[src/rtl/reset_boot_ctrl_if.sv]
// Board-facing reset/boot signals: raw pins and UART request in, system reset and boot info out.
interface reset_boot_ctrl_if;
    logic       key_n;
    logic       boot_sw;
    logic       uart_reset;
    logic       sys_reset;
    logic       boot_mode;
    logic [1:0] reset_cause;

    modport master (
        output key_n, boot_sw, uart_reset,
        input  sys_reset, boot_mode, reset_cause
    );

    modport slave (
        input  key_n, boot_sw, uart_reset,
        output sys_reset, boot_mode, reset_cause
    );
endinterface

[src/rtl/reset_boot_ctrl.sv]
// Stretched system reset: synchronised/debounced key and boot switch, UART reset merge,
// boot mode captured on the release edge.
module reset_boot_ctrl #(
    parameter int DEBOUNCE_CYCLES   = 1000000,
    parameter int RESET_HOLD_CYCLES = 1024,
    parameter int CNT_BITS          = 21
) (
    input  logic               clk,
    input  logic               reset,
    reset_boot_ctrl_if.slave   bus
);
    typedef enum logic [1:0] {POR, HOLD, RUN} state_t;

    localparam logic [CNT_BITS-1:0] DB_LAST   = CNT_BITS'(DEBOUNCE_CYCLES - 1);
    localparam logic [CNT_BITS-1:0] POR_LAST  = CNT_BITS'(DEBOUNCE_CYCLES + 1);
    localparam logic [CNT_BITS-1:0] HOLD_LAST = CNT_BITS'(RESET_HOLD_CYCLES - 1);
    // bit 0 = key_n (idle high), bit 1 = boot_sw (idle low)
    localparam logic [1:0] IN_RST = 2'b01;

    logic [1:0]               raw;
    logic [1:0]               sync1;
    logic [1:0]               sync2;
    logic [1:0]               db;
    logic [1:0][CNT_BITS-1:0] db_cnt;

    state_t              state;
    logic [CNT_BITS-1:0] cnt;
    logic                sys_reset_q;
    logic                boot_q;
    logic [1:0]          cause_q;
    logic                key_req;
    logic                req;
    logic [1:0]          req_cause;

    assign raw = {bus.boot_sw, bus.key_n};

    always_ff @(posedge clk) begin
        if (reset) begin
            sync1  <= IN_RST;
            sync2  <= IN_RST;
            db     <= IN_RST;
            db_cnt <= '0;
        end else begin
            sync1 <= raw;
            sync2 <= sync1;
            for (int i = 0; i < 2; i++) begin
                if (sync2[i] == db[i]) begin
                    db_cnt[i] <= '0;
                end else if (db_cnt[i] >= DB_LAST) begin
                    db[i]     <= sync2[i];
                    db_cnt[i] <= '0;
                end else begin
                    db_cnt[i] <= db_cnt[i] + 1'b1;
                end
            end
        end
    end

    assign key_req   = ~db[0];
    assign req       = key_req | bus.uart_reset;
    assign req_cause = key_req ? 2'b01 : 2'b10;

    // Requests are ignored in POR; the debouncers are still settling there.
    always_ff @(posedge clk) begin
        if (reset) begin
            state       <= POR;
            cnt         <= '0;
            sys_reset_q <= 1'b1;
            boot_q      <= 1'b0;
            cause_q     <= 2'b00;
        end else begin
            case (state)
                POR: begin
                    if (cnt >= POR_LAST) begin
                        state <= HOLD;
                        cnt   <= '0;
                    end else begin
                        cnt <= cnt + 1'b1;
                    end
                end
                HOLD: begin
                    if (req) begin
                        cnt     <= '0;
                        cause_q <= req_cause;
                    end else if (cnt >= HOLD_LAST) begin
                        state       <= RUN;
                        cnt         <= '0;
                        sys_reset_q <= 1'b0;
                        boot_q      <= db[1];
                    end else begin
                        cnt <= cnt + 1'b1;
                    end
                end
                RUN: begin
                    if (req) begin
                        state       <= HOLD;
                        cnt         <= '0;
                        sys_reset_q <= 1'b1;
                        cause_q     <= req_cause;
                    end
                end
                default: begin
                    state       <= POR;
                    cnt         <= '0;
                    sys_reset_q <= 1'b1;
                end
            endcase
        end
    end

    assign bus.sys_reset   = sys_reset_q;
    assign bus.boot_mode   = boot_q;
    assign bus.reset_cause = cause_q;
endmodule

[src/flat_wrapper.sv]
// flat-port wrapper written by rule: the top's interface ports become plain ports
module reset_boot_ctrl_flat 
#(
    parameter int DEBOUNCE_CYCLES   = 1000000,
    parameter int RESET_HOLD_CYCLES = 1024,
    parameter int CNT_BITS          = 21
)
  (clk, reset, bus_key_n, bus_boot_sw, bus_uart_reset, bus_sys_reset, bus_boot_mode, bus_reset_cause);
  reset_boot_ctrl_if bus_i ();
  input  logic clk;
  input  logic reset;
  input wire logic [$bits(bus_i.key_n)-1:0] bus_key_n;
  input wire logic [$bits(bus_i.boot_sw)-1:0] bus_boot_sw;
  input wire logic [$bits(bus_i.uart_reset)-1:0] bus_uart_reset;
  output wire logic [$bits(bus_i.sys_reset)-1:0] bus_sys_reset;
  output wire logic [$bits(bus_i.boot_mode)-1:0] bus_boot_mode;
  output wire logic [$bits(bus_i.reset_cause)-1:0] bus_reset_cause;
  assign bus_i.key_n = bus_key_n;
  assign bus_i.boot_sw = bus_boot_sw;
  assign bus_i.uart_reset = bus_uart_reset;
  assign bus_sys_reset = bus_i.sys_reset;
  assign bus_boot_mode = bus_i.boot_mode;
  assign bus_reset_cause = bus_i.reset_cause;
  reset_boot_ctrl #(.DEBOUNCE_CYCLES(DEBOUNCE_CYCLES), .RESET_HOLD_CYCLES(RESET_HOLD_CYCLES), .CNT_BITS(CNT_BITS)) u_core (.clk(clk), .reset(reset), .bus(bus_i));
endmodule
[config.mk]
export PLATFORM = sky130hd
export DESIGN_NAME = reset_boot_ctrl_flat
export DESIGN_NICKNAME = d
export VERILOG_FILES = /design/src/rtl/reset_boot_ctrl_if.sv /design/src/rtl/reset_boot_ctrl.sv /design/src/flat_wrapper.sv
export SDC_FILE = /design/constraint.sdc
export NUM_CORES = 1
export LEC_CHECK = 0
export BUFFER_PORTS_ARGS = -buffer_cell sky130_fd_sc_hd__clkbuf_2
export CORE_MARGIN = 4
export CORE_UTILIZATION = 61
export CTS_CLUSTER_DIAMETER = 80
export DETAILED_ROUTE_END_ITERATION = 6
export PLACE_DENSITY = 0.78
export SYNTH_ARGS = -nofsm -noshare
export SYNTH_HDL_FRONTEND = slang
export SYNTH_SLANG_ARGS = --single-unit
[constraint.sdc]
create_clock -name clk -period 2.91 [get_ports clk]
set_input_delay 0 -clock clk [delete_from_list [all_inputs] [get_ports clk]]
set_output_delay 0 -clock clk [all_outputs]
set_load 0.02 [all_outputs]
Yosys cells after proc, flatten, opt, wreduce, memory -nomap -nowiden
Cells that the tools add are included.
- $lt $le $gt $ge: 4
- bitwise logic cells: 6
- equal/unequal tests: 8
- reductions and logical operators: 10
- add/subtract/negate cells: 3
- mux-type cells: 15
- operator list (cell ; number):
    21-bit 2-to-1 mux ; 4
    21-bit by 1-bit adder with 21-bit output, second input constant ; 3
    21-bit by 20-bit greater-or-equal comparator with 1-bit output, second input constant ; 3
    21-bit one-hot mux with 3 select lines ; 1
    21-bit by 10-bit greater-or-equal comparator with 1-bit output, second input constant ; 1
    2-bit 2-to-1 mux ; 5
    4-bit AND reduction ; 2
    2-bit by 1-bit != test with 1-bit output, second input constant ; 3
    2-bit one-hot mux with 3 select lines ; 1
    2-bit AND reduction ; 3
    3-bit OR reduction ; 2
    1-bit inverter ; 5
    1-bit 2-to-1 mux ; 3
    1-bit one-hot mux with 3 select lines ; 1
    3-bit AND reduction ; 1
    1-bit == test ; 2
    2-bit by 1-bit == test with 1-bit output, second input constant ; 1
    2-bit == test, second input constant ; 1
    2-bit zero test ; 1
    2-bit != test, second input constant ; 1
    2-bit OR reduction ; 1
    1-bit OR ; 1
- word-level logic and storage cells: 57
- output and inout port bits: 4
- register bits: 75

Logic depth before layout (Yosys ltp)
Gate-level depths: netlist of the first run.
- word-level depth: 4
- depth in mapped cells: 10
- gate-level depth less buffers: 8

Worst setup path after synthesis of the first run
OpenSTA, ideal clock, no wires.
- path kind: register to register
- start point: reg u_core.cnt[0]
- end point: reg u_core.cnt[9]
- data arrival time: 2.016 ns
- buffers on the path: 1
- setup time: 0.074 ns
- cell stages (with the launch flop): 8
- path slack: 0.820 ns
- cells stage by stage: dfxtp_1 -> or4_1 -> a211oi_1 -> o21ai_1 -> o41ai_4 -> buf_4 -> nand2_1 -> a31oi_1
- longest elaborated chain between the ends: 4
- elaborated cells between the ends (all ways): 7
- those cells by class: add/sub (1); order compare (2); mux (4)
- ends and longest elaborated chain (element ; line ; RTL):
    from (decl) ; reset_boot_ctrl.sv:27 ; logic [CNT_BITS-1:0] cnt;
    from (signal assigned) ; reset_boot_ctrl.sv:78 ; cnt <= cnt + 1'b1;
    from (signal assigned) ; reset_boot_ctrl.sv:91 ; cnt <= cnt + 1'b1;
    21-bit by 1-bit adder with 21-bit output or 21-bit by 10-bit greater-or-equal comparator with 1-bit output (tied branches) ; reset_boot_ctrl.sv:78, reset_boot_ctrl.sv:91, reset_boot_ctrl.sv:85 ;
    21-bit 2-to-1 mux ; reset_boot_ctrl.sv:85 ; end else if (cnt >= HOLD_LAST) begin
    21-bit 2-to-1 mux ; reset_boot_ctrl.sv:82 ; if (req) begin
    21-bit one-hot mux with 3 select lines (*) ; reset_boot_ctrl.sv:72 ; case (state)
Every way passes the cells marked *; elsewhere a longest branch is shown, timed or not.
A chain may end at the register's enable or synchronous reset.

Worst setup path in the final report of the first run
- start point: reg u_core.db_cnt[12] in the netlist's numbering
- end point: reg u_core.db_cnt[11] in the netlist's numbering
- longest elaborated chain between the ends: 2
- ends and longest elaborated chain (element ; line ; RTL):
    from (decl) ; reset_boot_ctrl.sv:24 ; logic [1:0][CNT_BITS-1:0] db_cnt;
    from (signal, indexed assignment) ; reset_boot_ctrl.sv:53 ; db_cnt[i] <= db_cnt[i] + 1'b1;
    21-bit by 20-bit greater-or-equal comparator with 1-bit output ; reset_boot_ctrl.sv:49 ; end else if (db_cnt[i] >= DB_LAST) begin
    3-bit OR reduction (no line) ; - ;
Every way passes these cells.

==> metrics.csv, run 1 <==
stage,metric,value,unit
route,DRC,0,
power,overall power,1.852,mW
timing,Final TNS setup,0,ns
final_layout,fraction of layout cells with a size suffix above 1,0.06872,
global_route,initial antenna violation count,0,
route,total wire length,6.378,mm
timing,Final Hold Viols,0,
cts,"Reg clk slew, reported paths",0.07,ns
final_layout,final net count,430,
place,Post-Place Setup Slack,0.6771,ns
flow_run,total of max-cap violations,0,
floorplan,die height,83.30,um
route,drt first pass iters,4,
global_route,largest net degree at the start of global routing,21,
synth,count of different cell masters after synthesis,45,
floorplan,# rows,27,
synth,number of flops mapped to enable cells by yosys,0,
cts,post-CTS sizing,0,
timing,Tmin final,2.267,ns
synth,synthesized area,0.003458,mm2
timing,Peak Freq,441.0,MHz
synth,top post-synthesis cells by area,"dfxtp_1, nor2_1, xor2_1",
power,Pleak,1.372,nW
route,ANT nets after route,0,
worst_setup_path,Worst Setup End Kind,flip-flop,
floorplan,CORE AREA,0.005507,mm2
route,M1 wire length,3.179,mm
cts,TritonCTS clock tree,done,
route,DR WL/cell,12.91,um
cts,Num CTS Buffers,9,
place,"Cell Area, Placed",0.003536,mm2
final_layout,fillers,448,
cts,clk buf depth,2,
place,routability cong.,0.8369,
route,drt via density,5.589,
synth,top post-synthesis cells by count,"dfxtp_1, nor2_1, nand2_1, xor2_1, nand3_1",
timing,RSZ-0062 raised after global routing,no,
worst_setup_path,worst endpoint required time,3.19,ns
place,dpl hpwl,4.425,mm
global_route,grt ovf,0,
floorplan,Die Area,0.006938,mm2
global_route,first-pass GRT wire length,11.43,mm
cts,Post-CTS Setup Repair Bufs,0,
cts,Clock Latency Late Sink,0.34,ns
synth,ys flop type,dfxtp_1,
cts,CTS sink cnt,75,
synth,async set-reset flop share out of synthesis,0,
worst_setup_path,CP max FO,20,
synth,register area share after synthesis,0.4342,
floorplan,Top Ports,9,
synth,share of the synthesized area in the top cell type,0.4342,
final_layout,Layout area overhead,8.466,%
global_route,Total Routing Usage GR,0.1967,
worst_setup_path,worst setup path class,flip-flop to flip-flop,
timing,final worst slack,0.6426,ns
worst_hold_path,Tightest Hold Check Type,input port to flip-flop,
power,power per cell area,493.6,mW/mm2
place,Port Buf Inserts,8,
route,met2 wire len,2.921,mm
worst_setup_path,element type at the critical path start,flip-flop,
final_layout,n_diodes,0,
timing,Worst slew margin,0.4746,
global_route,vias in the first global route,2528,
timing,measured slew at the worst slew-check pin,0.7852,ns
timing,final setup vio count,0,
synth,"FF+latch count, synth",75,
floorplan,Die W,83.30,um
timing,fin. max-slew vios,0,
synth,synth warn,0,
power,Peak supply drop,355.7,uV
final_layout,Final Instance Area,0.003751,mm2
cts,CTS Root Cell,clkbuf_8,
floorplan,Starting Density,0.6280,
route,via count,2761,
cts,H-tree depth,3,
synth,average size of a mapped cell,8.539,um2
synth,most frequent cell after synthesis,dfxtp_1,
synth,Syn Inst Count,405,
outcome,status,"finished, final reports clean",
final_layout,post-layout util,0.6812,
route,Iteration-0 DRC Markers,158,
synth,Synth area leader,dfxtp_1,
worst_setup_path,CP arrival,2.55,ns
route,met3 wire len,167,um
timing,Final Cycle Share,0.7792,
route,max layer used,met4,
timing,clock skew,0.006047,ns
[stage by stage]
step / hold slack, ns / cells
final: 0.07082 / 494
after global routing: 0.09650 / 494
after CTS: 0.08151 / 494
after detailed placement: 0.1941 / 475
after global placement: 0.1970 / 475
after floorplan: 0.1038 / 406
[placed cells by master, fill, tap and decap left out, types with 9 or more instances in the layout]
master    count
xnor2_1      16
a21oi_1      12
o21ai_0      14
clkbuf_8      9
nand3_1      21
nor2_1       71
nand2_1      38
dfxtp_1      75
inv_1        10
nand4_1      11
and3_1       12
xor2_1       30
[per-layer routing]
metal	global-route usage	vias to the layer above
met4	0.08915	0
met5	0	-
li1	-	1427
met1	0.2646	1288
met2	0.3039	35
met3	0.03968	11
[worst max-delay path: stages, from the launching register on]
cell and delay (ns):
dfxtp_1 0.36, or3_1 0.39, or4_1 0.41, o221ai_1 0.18, o311ai_1 0.18, or3_4 0.52, nor2_1 0.16
[state kept, by name, summed over array words and instances, names as in the netlist]
| register | cells |
|---|---|
| u_core.sync2 | 2 |
| u_core.state | 2 |
| u_core.db_cnt | 42 |
| u_core.cnt | 21 |
| u_core.bus.reset_cause | 2 |
| u_core.bus.sys_reset | 1 |
| u_core.sync1 | 2 |
| u_core.bus.boot_mode | 1 |
| u_core.db | 2 |
[repair_timing]
| item | in CTS | in global routing |
|---|---|---|
| hold buffers | 3 | 0 |
| hold endpoints to repair | 4 | 0 |
| setup endpoints to repair | 0 | 0 |
[final cells by class]
cell class	instances	area (um2)	area share
Multi-Input combinational cell	309	1859	0.4957
Sequential cell	75	1501	0.4003
Clock buffer	11	131.4	0.03502
Tap cell	72	90.09	0.02402
Timing Repair Buffer	12	77.57	0.02068
Clock inverter	5	53.80	0.01434
Inverter	10	37.54	0.01001
[worst paths after layout]
kind / cells after the start / slack, ns / start / endpoint
worst max-delay path: 6 / 0.64 / u_core.db_cnt[12] / u_core.db_cnt[11]
worst min-delay path: 2 / 0.07 / reset / u_core.sync1[1]
worst max register to register: 6 / 0.64 / u_core.db_cnt[12] / u_core.db_cnt[11]
worst min register to register: 1 / 0.41 / u_core.sync1[0] / u_core.sync2[0]
[logic make-up (layout without fill, tap and decap cells)]
kind of cell / count (synthesis) / after routing / share of synthesized area
AND/OR/NAND/NOR: 195 / 195 / 0.2753
flip-flops: 75 / 75 / 0.4342
AO/OA/AOI/OAI: 54 / 54 / 0.1031
XOR/XNOR: 46 / 46 / 0.1165
buffers and inverters: 22 / 38 / 0.02931
adder cells (fa/ha/maj): 8 / 8 / 0.02894
multiplexers: 4 / 4 / 0.01158
other: 1 / 2 / 0.001084
[power by group]
| part | internal, mW | total [mW] | switching (mW) |
|---|---|---|---|
| Clock | 0.394 | 0.760 | 0.366 |
| Sequential | 1.03 | 1.04 | 0.00778 |
| Combinational | 0.0212 | 0.0495 | 0.0283 |
| Total | 1.45 | 1.85 | 0.402 |
(Power assumes the default switching activity.)
==> run 2, diff against run 1 <==
--- a/config.mk
+++ b/config.mk
@@ -5,12 +5,13 @@
 export SDC_FILE = /design/constraint.sdc
 export NUM_CORES = 1
 export LEC_CHECK = 0
+export ABC_AREA = 1
 export BUFFER_PORTS_ARGS = -buffer_cell sky130_fd_sc_hd__clkbuf_2
 export CORE_MARGIN = 4
-export CORE_UTILIZATION = 61
+export CORE_UTILIZATION = 63
 export CTS_CLUSTER_DIAMETER = 80
 export DETAILED_ROUTE_END_ITERATION = 6
-export PLACE_DENSITY = 0.78
+export PLACE_DENSITY = 0.8
 export SYNTH_ARGS = -nofsm -noshare
 export SYNTH_HDL_FRONTEND = slang
 export SYNTH_SLANG_ARGS = --single-unit
==> constraint.sdc (replaced) <==
create_clock -name clk -period 2.3 [get_ports clk]
set_input_delay 0 -clock clk [delete_from_list [all_inputs] [get_ports clk]]
set_output_delay 0 -clock clk [all_outputs]
set_load 0.02 [all_outputs]
==> metrics.csv, run 2 <==
stage,metric,value,unit
outcome,status,"finished, final reports clean",
final_layout,final net count,637,
worst_setup_path,worst setup path class,flip-flop to flip-flop,
floorplan,die height,89.76,um
power,Pleak,1.786,nW
route,via count,3842,
global_route,initial antenna violation count,0,
place,routability cong.,0.9719,
cts,clk buf depth,2,
cts,Num CTS Buffers,9,
route,Iteration-0 DRC Markers,243,
floorplan,Starting Density,0.6558,
route,drt via density,5.442,
route,ANT nets after route,0,
final_layout,"commonest cells after routing, fill and taps aside","nand2_1, nor2_1, inv_1",
worst_setup_path,CP max FO,12,
cts,CTS sink cnt,75,
synth,average size of a mapped cell,6.927,um2
synth,synth warn,0,
power,Peak supply drop,395.5,uV
route,DRC,0,
timing,Tmin final,1.919,ns
timing,Final Cycle Share,0.8343,
global_route,vias in the first global route,3691,
cts,CTS Root Cell,clkbuf_8,
route,DR WL/cell,12.44,um
place,"Cell Area, Placed",0.004317,mm2
synth,top post-synthesis cells by area,"dfxtp_1, nand2_1, nor2_1",
cts,Clock Latency Late Sink,0.36,ns
final_layout,Largest register FFs,42,
final_layout,Layout area overhead,8.467,%
place,dpl hpwl,6.442,mm
flow_run,total of max-cap violations,0,
cts,Post-CTS Setup Repair Bufs,0,
synth,top post-synthesis cells by count,"nand2_1, nor2_1, inv_1, dfxtp_1, nand3_1",
cts,"Reg clk slew, reported paths",0.09,ns
synth,Syn Inst Count,608,
synth,most frequent cell after synthesis,nand2_1,
route,drt first pass iters,5,
place,Port Buf Inserts,8,
final_layout,Final Instance Area,0.004568,mm2
route,total wire length,8.784,mm
worst_setup_path,element type at the critical path start,flip-flop,
global_route,grt ovf,0,
floorplan,# rows,29,
final_layout,Largest regs,"u_core.db_cnt x42, u_core.cnt x21",
synth,count of different cell masters after synthesis,35,
worst_setup_path,worst endpoint required time,2.54,ns
timing,fin. max-slew vios,0,
floorplan,Die Area,0.008057,mm2
worst_hold_path,Tightest Hold Check Type,input port to flip-flop,
floorplan,Die W,89.76,um
synth,"FF+latch count, synth",75,
final_layout,"commonest non-fill, non-tap cell in the layout",nand2_1,
synth,synthesized area,0.004212,mm2
synth,number of flops mapped to enable cells by yosys,0,
synth,ys flop type,dfxtp_1,
timing,Final Hold Viols,0,
worst_setup_path,CP arrival,2.16,ns
timing,Peak Freq,521.2,MHz
cts,H-tree depth,3,
cts,TritonCTS clock tree,done,
synth,Synth area leader,dfxtp_1,
synth,register area share after synthesis,0.3565,
final_layout,"Most flops, register",u_core.db_cnt,
floorplan,CORE AREA,0.006422,mm2
global_route,first-pass GRT wire length,15.85,mm
worst_setup_path,Worst Setup End Kind,flip-flop,
final_layout,fraction of layout cells with a size suffix above 1,0.1383,
power,power per cell area,583.2,mW/mm2
timing,final setup vio count,0,
synth,async set-reset flop share out of synthesis,0,
floorplan,Top Ports,9,
final_layout,n_diodes,0,
cts,post-CTS sizing,0,
global_route,largest net degree at the start of global routing,28,
synth,share of the synthesized area in the top cell type,0.3565,
timing,Final TNS setup,0,ns
global_route,Total Routing Usage GR,0.2306,
timing,clock skew,0.01082,ns
timing,RSZ-0062 raised after global routing,no,
## run 2: cell types whose count changed in the layout (fill, tap and decap cells not counted), sizes merged, moves of 6 or more
cell | before | now
nand4 | 11 | 26
and4 | 8 | 0
nor2 | 71 | 114
nor3 | 5 | 17
xnor2 | 16 | 4
a31oi | 8 | 0
nand3 | 21 | 44
and3 | 12 | 1
or3 | 6 | 0
inv | 10 | 91
a21oi | 12 | 38
nand2 | 38 | 120
## run 2: layer usage
metal,GRT usage,part of all wire,vias to the layer above
li1,-,-,1966
met1,0.2917,0.46,1769
met2,0.3947,0.47,96
met3,0.05175,0.053,11
met4,0.06641,0.011,0
met5,0,0,-
## run 2: timing repair
action	4_1_cts	5_1_grt
setup endpoints to repair	0	0
endpoints found under the hold margin	2	0
hold buffers	2	0
## run 2: final cells by class
cell class,instances,area (um2)
Clock buffer,10,137.6
Clock inverter,6,93.84
Fill cell,553,1854
Inverter,88,330.3
Multi-Input combinational cell,435,2311
Sequential cell,75,1501
Tap cell,77,96.34
Timing Repair Buffer,15,97.59
## run 2: worst max-delay path, stage by stage, from the launching register on
cell	delay, ns
dfxtp_1	0.40
inv_1	0.09
nor2_1	0.23
nand2_1	0.25
o21ai_2	0.23
inv_1	0.32
nand3_1	0.19
a21oi_1	0.08
## run 2: kinds of logic (layout without fill, tap and decap cells)
logic type / count (synthesis) / count (layout) / share of synthesized area
simple gates: 331 / 331 / 0.3720
buf+inv: 99 / 119 / 0.09566
flops: 75 / 75 / 0.3565
compound gates: 59 / 59 / 0.07843
xor+xnor: 35 / 35 / 0.07279
fa+ha+maj: 8 / 8 / 0.02377
other cells: 1 / 2 / 0.0008904
## run 2: power breakdown
group          leakage, nW  total, mW  internal, mW  switching [mW]
sequential           0.607       1.33          1.32          0.0169
combinational         1.07      0.152        0.0508           0.101
clock                0.114       1.18         0.652           0.527
total                 1.79       2.66          2.02           0.645
## run 2: final timing paths
kind | startpoint | endpoint | slack (ns) | cells past startpoint
max reg2reg | u_core.db[0] | u_core.cnt[8] | 0.38 | 7
min reg2reg | u_core.sync1[0] | u_core.sync2[0] | 0.42 | 1
max | u_core.db[0] | u_core.cnt[8] | 0.38 | 7
min | reset | u_core.state[0] | 0.05 | 5
## run 2: through the flow
step / hold WS, ns / util / power [mW] / instances / setup WS, ns
finish: 0.04665 / 0.7113 / 2.664 / 706 / 0.3812
detailed placement: 0.1877 / 0.6721 / 1.512 / 688 / 0.4095
global placement: 0.1853 / 0.6721 / 1.505 / 688 / 0.4733
global route: 0.07914 / 0.7113 / 2.770 / 706 / 0.1179
floorplan: 0.1038 / - / 1.478 / 609 / 0.6674
CTS: 0.03480 / 0.7113 / 2.696 / 706 / 0.3836
==> run 3, diff against run 2 <==
==> constraint.sdc (replaced) <==
create_clock -name clk -period 2 [get_ports clk]
set_input_delay 0 -clock clk [delete_from_list [all_inputs] [get_ports clk]]
set_output_delay 0 -clock clk [all_outputs]
set_load 0.02 [all_outputs]
==> metrics.csv, run 3 (same netlist as run 2, synthesis figures left out) <==
stage,metric,value,unit
floorplan,Top Ports,9,
outcome,status,"finished, final reports clean",
timing,final setup vio count,0,
floorplan,Starting Density,0.6558,
worst_setup_path,worst setup path class,flip-flop to flip-flop,
timing,hold_ws,0.02931,ns
final_layout,"commonest cells after routing, fill and taps aside","nand2_1, nor2_1, inv_1",
worst_hold_path,hold path cells,4,
worst_hold_path,Hold Crit Endpoint,u_core.state[0],
worst_setup_path,Reg2Reg Setup Slack,0.19,ns
flow_run,total of max-cap violations,0,
timing,Final Cycle Share,0.9063,
worst_setup_path,worst endpoint required time,2.24,ns
global_route,grt ovf,0,
global_route,first-pass GRT wire length,15.51,mm
final_layout,final net count,639,
power,Seq pwr share,0.553,
power,Peak supply drop,523.0,uV
worst_setup_path,Worst R2R Path Depth,10,
worst_setup_path,worst r2r dst,u_core.state[1],
final_layout,Layout area overhead,7.813,%
worst_hold_path,min-delay src,reset,
cts,H-tree depth,3,
final_layout,post-layout util,0.7070,
worst_setup_path,CP max stage delay,0.39,ns
power,Psw,0.7155,mW
route,drt first pass iters,5,
timing,fin. max-slew vios,0,
worst_setup_path,CP arrival,2.05,ns
timing,Peak Freq,551.7,MHz
timing,clock skew,0.009189,ns
floorplan,die height,89.76,um
final_layout,Largest register FFs,42,
worst_setup_path,cell mode on critical path,nand2_1,
timing,Final Hold Viols,0,
power,overall power,2.776,mW
cts,Num CTS Buffers,9,
cts,TritonCTS clock tree,done,
final_layout,"non-filler cells, final",708,
final_layout,n_diodes,0,
global_route,largest net degree at the start of global routing,28,
power,Net Sw Frac,0.2577,
cts,CTS sink cnt,75,
route,DR WL/cell,12.30,um
global_route,vias in the first global route,3567,
route,ANT nets after route,0,
cts,clk buf depth,2,
worst_setup_path,element type at the critical path start,flip-flop,
worst_setup_path,CP top delay family,simple AND/OR/NAND/NOR gates,
place,DP Cell Count,690,
floorplan,# rows,29,
final_layout,"commonest non-fill, non-tap cell in the layout",nand2_1,
final_layout,"Most flops, register",u_core.db_cnt,
power,Pleak,1.769,nW
global_route,initial antenna violation count,0,
worst_setup_path,Critical-path top delay cell,dfxtp_1,
power,Clock Power Share,0.385,
worst_setup_path,Worst Setup End Kind,flip-flop,
worst_setup_path,WP buf/inv,0,
worst_setup_path,cell breakdown of the critical path,ha_1 -> nand2_1 -> nor2_4 -> nand4_2 -> nand3_1 -> nand2_1 -> nand2_1 -> nand3_1 -> nand2_1 -> a21oi_1,
floorplan,Die W,89.76,um
route,total wire length,8.706,mm
worst_setup_path,reg2reg start,u_core.cnt[0],
global_route,Total Routing Usage GR,0.2279,
place,routability cong.,0.9373,
floorplan,CORE AREA,0.006422,mm2
place,Port Buf Inserts,8,
final_layout,Largest regs,"u_core.db_cnt x42, u_core.cnt x21",
worst_setup_path,CP max FO,5,
cts,"Reg clk slew, reported paths",0.08,ns
final_layout,fraction of layout cells with a size suffix above 1,0.1410,
route,drt via density,5.338,
cts,CTS Root Cell,clkbuf_8,
timing,Final TNS setup,0,ns
power,combinational power share,0.062,
worst_hold_path,Tightest Hold Check Type,input port to flip-flop,
route,DRC,0,
route,via count,3779,
power,cell-internal power,2.061,mW
timing,Tmin final,1.813,ns
place,dpl hpwl,6.455,mm
cts,Clock Latency Late Sink,0.36,ns
timing,RSZ-0062 raised after global routing,no,
power,power per cell area,611.5,mW/mm2
route,Iteration-0 DRC Markers,192,
floorplan,Die Area,0.008057,mm2
run 3: what timing repair did:
item,in CTS,in global routing
endpoints found under the hold margin,2,0
setup endpoints to repair,0,21
hold buffers,2,0
buffers inserted,0,0
gates resized for setup,0,2
run 3: layout make-up:
class | count | area [um2]
Clock buffer | 11 | 141.4
Fill cell | 553 | 1882
Sequential cell | 75 | 1501
Multi-Input combinational cell | 435 | 2321
Tap cell | 77 | 96.34
Inverter | 88 | 330.3
Timing Repair Buffer | 17 | 112.6
Clock inverter | 5 | 37.54
run 3: how the worst max path moves through the flow:
stage,end,from,depth (start not counted),slack [ns]
after global placement,u_core.db_cnt[21],u_core.db_cnt[21],8,0.23
after global routing,u_core.db_cnt[23],u_core.db_cnt[21],8,0.004
after CTS,u_core.cnt[0],u_core.state[1],8,0.09
after floorplan,u_core.db_cnt[31],u_core.db_cnt[21],9,0.37
final,u_core.state[1],u_core.cnt[0],10,0.19
after detailed placement,u_core.cnt[8],u_core.state[1],8,0.13
run 3: through the flow:
| step | cell area (um2) | setup slack, ns |
|---|---|---|
| floorplan | 4215 | 0.3674 |
| global placement | 4332 | 0.2277 |
| detailed placement | 4332 | 0.1258 |
| CTS | 4531 | 0.09326 |
| global route | 4541 | 0.004025 |
| finish | 4541 | 0.1874 |
run 3: layer usage:
metal  vias to the layer above  part of all wire  global-route usage
li1                       1982                 -                   -
met1                      1691              0.47              0.2948
met2                        87              0.46              0.3709
met3                        19             0.047             0.05259
met4                         0             0.019             0.08685
met5                         -                 0                   0
run 3: power by group through the flow:
stage / Clock [mW] / Sequential [mW] / Combinational [mW]
3_3_place_gp: 0 / 1.57 / 0.163
4_1_cts: 1.10 / 1.53 / 0.171
5_1_grt: 1.16 / 1.54 / 0.200
2_1_floorplan: 0 / 1.57 / 0.133
3_5_place_dp: 0 / 1.57 / 0.168
6_report: 1.07 / 1.53 / 0.173
run 3: worst reg2reg max path: cells and delay by family, from the launching register on:
kind	cells	cell delay, ns
AOI/OAI and AO/OA	1	0.06
and+or+nand+nor	8	1.01
DFF	1	0.39
adders and majority gates	1	0.24
